$ cat src/rtl/mod_addsub_sequencer.sv
// Sequencer around a combinational 4-bit modular adder/subtractor core.
// Commands are queued in a small FIFO, issued one per cycle from a register
// that drives the core, and the core result is captured into a result stage
// with a valid/ready handshake and a running sequence tag.
module mod_addsub_sequencer #(
  parameter int unsigned DEPTH = 4,
  parameter int unsigned SEQ_W = 8
) (
  input  logic                   clk,
  input  logic                   rst_n,
  input  logic                   flush,
  input  logic                   cmd_vld,
  output logic                   cmd_rdy,
  input  logic                   cmd_s,
  input  logic [3:0]             cmd_x,
  input  logic [3:0]             cmd_y,
  output logic                   core_s,
  output logic [3:0]             core_x,
  output logic [3:0]             core_y,
  input  logic [3:0]             core_z,
  output logic                   res_vld,
  input  logic                   res_rdy,
  output logic [3:0]             res_z,
  output logic                   res_s,
  output logic [SEQ_W-1:0]       res_seq,
  output logic [$clog2(DEPTH):0] fifo_cnt
);

  localparam int unsigned AW = $clog2(DEPTH);
  localparam int unsigned CW = AW + 1;

  // FIFO entry layout: {s, x[3:0], y[3:0]}
  logic [8:0]       mem_q [DEPTH];
  logic [AW-1:0]    wr_ptr_q, wr_ptr_d;
  logic [AW-1:0]    rd_ptr_q, rd_ptr_d;
  logic [CW-1:0]    cnt_q, cnt_d;
  logic             iss_vld_q, iss_vld_d;
  logic [8:0]       iss_q, iss_d;
  logic             res_vld_q, res_vld_d;
  logic [3:0]       res_z_q, res_z_d;
  logic             res_s_q, res_s_d;
  logic [SEQ_W-1:0] res_seq_q, res_seq_d;
  logic [SEQ_W-1:0] seq_q, seq_d;

  logic push, res_load, iss_load;

  // Handshake and pipeline advance conditions; no full-FIFO bypass on pop.
  always_comb begin
    cmd_rdy  = rst_n & (cnt_q < CW'(DEPTH));
    push     = cmd_vld & cmd_rdy & ~flush;
    res_load = iss_vld_q & (~res_vld_q | res_rdy);
    iss_load = (cnt_q != '0) & (~iss_vld_q | res_load);
  end

  // Next-state for FIFO pointers, issue and result stages; flush wins.
  always_comb begin
    wr_ptr_d  = wr_ptr_q;
    rd_ptr_d  = rd_ptr_q;
    cnt_d     = cnt_q;
    iss_vld_d = iss_vld_q;
    iss_d     = iss_q;
    res_vld_d = res_vld_q;
    res_z_d   = res_z_q;
    res_s_d   = res_s_q;
    res_seq_d = res_seq_q;
    seq_d     = seq_q;

    if (push) wr_ptr_d = wr_ptr_q + AW'(1);
    if (iss_load) rd_ptr_d = rd_ptr_q + AW'(1);
    if (push && !iss_load) cnt_d = cnt_q + CW'(1);
    else if (!push && iss_load) cnt_d = cnt_q - CW'(1);

    if (iss_load) begin
      iss_d     = mem_q[rd_ptr_q];
      iss_vld_d = 1'b1;
    end else if (res_load) begin
      iss_vld_d = 1'b0;
    end

    // core_z is only looked at here, so X on it elsewhere stays contained.
    if (res_load) begin
      res_z_d   = core_z;
      res_s_d   = iss_q[8];
      res_seq_d = seq_q;
      seq_d     = seq_q + SEQ_W'(1);
      res_vld_d = 1'b1;
    end else if (res_vld_q && res_rdy) begin
      res_vld_d = 1'b0;
    end

    // Issue register contents are kept across a flush.
    if (flush) begin
      wr_ptr_d  = '0;
      rd_ptr_d  = '0;
      cnt_d     = '0;
      iss_vld_d = 1'b0;
      iss_d     = iss_q;
      res_vld_d = 1'b0;
      res_z_d   = res_z_q;
      res_s_d   = res_s_q;
      res_seq_d = res_seq_q;
      seq_d     = '0;
    end
  end

  // Control and datapath state registers.
  always_ff @(posedge clk or negedge rst_n) begin
    if (!rst_n) begin
      wr_ptr_q  <= '0;
      rd_ptr_q  <= '0;
      cnt_q     <= '0;
      iss_vld_q <= 1'b0;
      iss_q     <= '0;
      res_vld_q <= 1'b0;
      res_z_q   <= '0;
      res_s_q   <= 1'b0;
      res_seq_q <= '0;
      seq_q     <= '0;
    end else begin
      wr_ptr_q  <= wr_ptr_d;
      rd_ptr_q  <= rd_ptr_d;
      cnt_q     <= cnt_d;
      iss_vld_q <= iss_vld_d;
      iss_q     <= iss_d;
      res_vld_q <= res_vld_d;
      res_z_q   <= res_z_d;
      res_s_q   <= res_s_d;
      res_seq_q <= res_seq_d;
      seq_q     <= seq_d;
    end
  end

  // FIFO storage; contents are don't-care until written, so no reset.
  always_ff @(posedge clk) begin
    if (push) mem_q[wr_ptr_q] <= {cmd_s, cmd_x, cmd_y};
  end

  // Output mapping.
  always_comb begin
    core_s   = iss_q[8];
    core_x   = iss_q[7:4];
    core_y   = iss_q[3:0];
    res_vld  = res_vld_q;
    res_z    = res_z_q;
    res_s    = res_s_q;
    res_seq  = res_seq_q;
    fifo_cnt = cnt_q;
  end

endmodule
$ cat config.mk
export PLATFORM = sky130hd
export DESIGN_NAME = mod_addsub_sequencer
export DESIGN_NICKNAME = d
export VERILOG_FILES = /design/src/rtl/mod_addsub_sequencer.sv
export SDC_FILE = /design/constraint.sdc
export NUM_CORES = 1
export LEC_CHECK = 0
export CAP_MARGIN = 20
export CORE_UTILIZATION = 54
export DETAILED_ROUTE_END_ITERATION = 7
export GPL_ROUTABILITY_DRIVEN = 0
export PLACE_DENSITY = 0.82
export RECOVER_POWER = 50
export SLEW_MARGIN = 10
export SYNTH_ARGS = -nofsm -noshare
export SYNTH_HDL_FRONTEND = slang
export SYNTH_SLANG_ARGS = --single-unit
export TNS_END_PERCENT = 20
$ cat constraint.sdc
create_clock -name clk -period 2.2 [get_ports clk]
set_clock_uncertainty 0.05 [all_clocks]
set_input_delay 0.44 -clock clk [delete_from_list [all_inputs] [get_ports clk]]
set_output_delay 0.44 -clock clk [all_outputs]
set_load 0.01 [all_outputs]
# Word level (Yosys, flattened, before mapping)
# Memory sizes are Yosys's and may differ from the RTL's. A register that Yosys moved wholly into a read port is not among the register bits.
# Index checks and enable logic that the tools add are counted.
# classes
n_reduce_logical	15
magnitude_cmp	1
n_mux	17
add_sub_neg	5
bitwise	10
# op_table
op	count
8-bit 2-to-1 mux	2
3-bit nonzero test	4
3-bit 2-to-1 mux	3
8-bit by 1-bit adder with 8-bit output (second input constant)	1
1-bit 2-to-1 mux	8
2-bit 2-to-1 mux	4
2-bit nonzero test	3
1-bit bitwise AND	5
2-bit by 1-bit adder with 2-bit output (second input constant)	2
2-bit AND reduction	2
3-bit by 1-bit adder with 3-bit output (second input constant)	1
1-bit logical AND	3
1-bit logical NOT	3
3-bit less-than comparator (second input constant)	1
1-bit NOT	3
3-bit by 1-bit subtractor with 3-bit output (second input constant)	1
1-bit OR	2
# word_totals
output_inout_bits	27
in_bits	18
ram_bits	36
memories	1
ff_bits	30
# memory_table
memory	depth	width	read_ports	rd_ports_with_merged_regs	wr	line_no	text
mem_q	4	9	1	1	1	33	logic [8:0] mem_q [DEPTH];

# Logic depth before layout (Yosys ltp)
# depth
depth_word	9
mapped_depth	7

# Worst setup path after synthesis
# Ideal clock, no wire load.
# synth_timing
path_kind	input -> register
startpoint	input res_rdy
endpoint	register cnt_q[2], in the netlist fifo_cnt[2]
path_stages	6
t_arrival_ns	1.739
required_time_ns	2.068
setup_slack_ns	0.329
path_buffers	0
cell_sequence	and3b_4 nor2_2 nor3_1 fa_1 or3_1 a31oi_1
# synth_between
elab_chain_len	8
# synth_lines
item	line_no	text
start, declared	22	input logic res_rdy,
1-bit OR *	51	res_load = iss_vld_q & (~res_vld_q | res_rdy);
1-bit bitwise AND *	51	
1-bit OR *	52	iss_load = (cnt_q != '0) & (~iss_vld_q | res_load);
1-bit bitwise AND *	52	
1-bit logical NOT	70	if (push && !iss_load) cnt_d = cnt_q + CW'(1);
1-bit logical AND	70	
3-bit 2-to-1 mux	70	
3-bit 2-to-1 mux	92	if (flush) begin
end signal, assigned	122	cnt_q <= cnt_d;
end, declared	36	logic [CW-1:0] cnt_q, cnt_d;
# Every way passes the cells marked *; elsewhere a longest branch is shown, timed or not.
# A chain may end at the register's enable or synchronous reset.

# Worst setup path after layout
# Same ends and word-level chain as after synthesis.

==> summary.md <==
| Metric | Value |
|---|---|
| Antenna Nets Post-Route | `0` |
| Clock power share | `0.244` |
| Synth area leaders | `edfxtp_1 (34%), dfrtp_1 (31%), mux2_2 (7.9%)` |
| Cells after Synth | `195` |
| Crit share post-route | `0.928` |
| Die extent in x | `78.4 µm` |
| Post-synth EDFFs | `36` |
| Wire length per cell | `15.8 µm` |
| Crit path depth | `7` |
| Slowest cell on crit path | `clkdlybuf4s50_1` |
| Worst Path Max Fanout | `3` |
| Number of global-route vias before repair | `1884` |
| Dominant synthesized flop cell | `dfrtp_1` |
| Post-CTS Setup Inserts | `0` |
| Tot Pwr | `4.54 mW` |
| Async SR Flop Fraction | `0.520` |
| Area of the multi-input gates | `0.00100 mm²` |
| M1 WL | `2.21 mm` |
| Pin count of the biggest net entering global routing | `40` |
| Rows | `27` |
| Layout area overhead | `26.6%` |
| TritonRoute pass-1 iters | `4` |
| Leading cell type in the layout, fill and taps excluded | `dfrtp_1` |
| Die area | `0.00614 mm²` |
| Post-synthesis cell area | `0.00315 mm²` |
| Leakage power | `1.56 nW` |
| Comb pwr share | `0.337` |
| Sequential cell area fraction in the yosys report | `0.653` |
| Hold Crit Class | `register to register` |
| Congestion Overflow GR | `0` |
| Die H | `78.4 µm` |
| IO Pins | `45` |
| Setup CP Type | `primary input to register` |
| Register area | `0.00206 mm²` |
| RSZ-0062 raised after global routing | `no` |
| Detailed Place HPWL | `3.82 mm` |
| NumNets Final | `286` |
| Sw Ratio | `0.285` |
| Tmin final | `2.04 ns` |
| DRC violations left | `0` |
| Net Switching | `1.30 mW` |
| Maxcap violations | `0` |
| Tot GR Track Use | `0.206` |
| Status | `completed` |
| Worst setup EP type | `register` |
| Setup WS post-layout | `0.159 ns` |
| Final Hold Fails | `0` |
| Worst Tran Pin Value | `0.974 ns` |
| Crit path largest cell delay | `0.48 ns` |
| Most frequent cells in the layout | `dfrtp_1 (39), edfxtp_1 (36), clkdlybuf4s50_1 (34)` |
| TritonCTS Buffers | `9` |
| Placed Cells | `323` |
| Post-CTS sizing | `0` |
| Worst Hold Path Cells | `1` |
| Cell family with most CP delay | `simple AND/OR/NAND/NOR gates` |
| Sequential group share of total power | `0.419` |
| Post-layout util | `0.715` |
| Synth top area share | `0.343` |
| Finished Layout Cells | `339` |
| Insertion delay to the later sink of the worst-skew pair | `0.34 ns` |
| Fill count | `373` |
| Buf/Inv on CP | `1` |
| Clock Path Buffers | `2` |
| Crit-path cells | `clkdlybuf4s50_1 -> and3b_4 -> nor2_1 -> nor3_1 -> fa_1 -> or3_1 -> a31oi_1` |
| Initial antenna violation count | `0` |
| Floorplan core area | `0.00557 mm²` |
| Routed wl met2 | `2.76 mm` |
| Vias per Instance | `5.37` |
| Internal | `3.24 mW` |
| Register bit count reported by yosys | `75` |
| Share of layout cells above drive strength 1 | `0.258` |
| Yosys warns | `0` |
| CTS Hold Bufs | `0` |
| Crit path arrival time | `2.25 ns` |
| DRT Wirelength | `5.35 mm` |
| Max Slew Vio Count | `0` |
| Worst R2R Path Depth | `6` |
| Worst Path Required | `2.41 ns` |
| Pwr dens | `1140 mW/mm²` |
| Post-Syn Nets | `219` |
| Clock-pin slew on the worst setup and hold paths | `0.07 ns` |
| Peak VDD IR | `638 µV` |
| Number of port buffers | `44` |
| Clk sink count | `75` |
| Setup violations, final | `0` |
| Ant diodes | `0` |
| Routed via count | `1822` |
| Min Hold Slack | `0.458 ns` |
| Element type at the critical path start | `primary input` |
| TNS Setup | `0 ns` |
| Pre-CTS setup slack | `-0.131 ns` |
| CTS tree | `built` |
| Initial Util | `0.565` |
| Wire length on met3 | `286 µm` |
| First-pass GRT wire length | `9.18 mm` |
| Final Cell Area | `0.00398 mm²` |
| DP Area | `0.00379 mm²` |
| Mean post-synth cell area | `16.1 µm²` |
| Top sig layer | `met4` |
| CTS root buffer | `clkbuf_8` |
| Synth area leader | `edfxtp_1` |
| Slew HR | `0.351` |
| Detailed Route Iter0 Violations | `114` |
| Distinct cells, synth | `41` |
| Max Clk Rate | `490 MHz` |
| H-Tree Level Count | `3` |
[sequential cells by signal, summed over array words and instances, names as in the netlist]
register and cells:
iss_q 9, iss_vld_q 1, rd_ptr_q 2, mem_q 36, res_vld 1, fifo_cnt 3, res_s 1, res_seq 8
seq_q 8, res_z 4, wr_ptr_q 2
[cell usage after synthesis, drive strengths merged, types with 4 or more instances]
master / n
nand3: 4
mux4: 9
buf: 5
ha: 5
nor2: 13
mux2: 22
nor3: 6
nand2: 6
nand4: 4
inv: 5
dfrtp: 39
edfxtp: 36
xor2: 8
and2: 6
a21oi: 5
[power by group through the flow]
| stage | Combinational (mW) | Clock, mW | Sequential (mW) |
|---|---|---|---|
| 2_1_floorplan | 0.839 | 0 | 1.96 |
| 3_3_place_gp | 1.50 | 0 | 1.92 |
| 3_5_place_dp | 1.56 | 0 | 1.94 |
| 4_1_cts | 1.57 | 1.13 | 1.91 |
| 5_1_grt | 1.67 | 1.19 | 1.94 |
| 6_report | 1.53 | 1.11 | 1.90 |
[kinds of logic after synthesis]
family | synth area share
mux | 0.143
xor+xnor | 0.0278
flops | 0.653
simple gates | 0.107
compound gates | 0.0167
fa+ha+maj | 0.0262
buf+inv | 0.0258
[worst paths after layout]
check / to / start / slack, ns
worst max-delay path: fifo_cnt[2]$_DFFE_PN0P_ / res_rdy / 0.16
worst min register to register: iss_q[1]$_DFFE_PN0P_ / iss_q[1]$_DFFE_PN0P_ / 0.46
max in group asynchronous: iss_q[2]$_DFFE_PN0P_ / rst_n / 1.02
worst max register to register: fifo_cnt[2]$_DFFE_PN0P_ / res_vld$_DFFE_PN0P_ / 0.33
worst min-delay path: iss_q[1]$_DFFE_PN0P_ / iss_q[1]$_DFFE_PN0P_ / 0.46
min in group asynchronous: seq_q[7]$_DFFE_PN0P_ / rst_n / 0.49
[cell type report]
type                    instances  area share
clock buffers                  11      0.0330
clock inverters                 5      0.0195
inverters                       5     0.00471
multi-input cells             108       0.252
flip-flops and latches         75       0.516
well taps                      72      0.0226
repair buffers                 63       0.152
[layer usage]
metal / global-route usage / vias to the layer above
met5: 0 / -
met4: 0.0944 / 0
met3: 0.0581 / 10
met2: 0.335 / 44
met1: 0.255 / 916
li1: - / 852
Note: power is estimated with default switching activity, not from simulation.
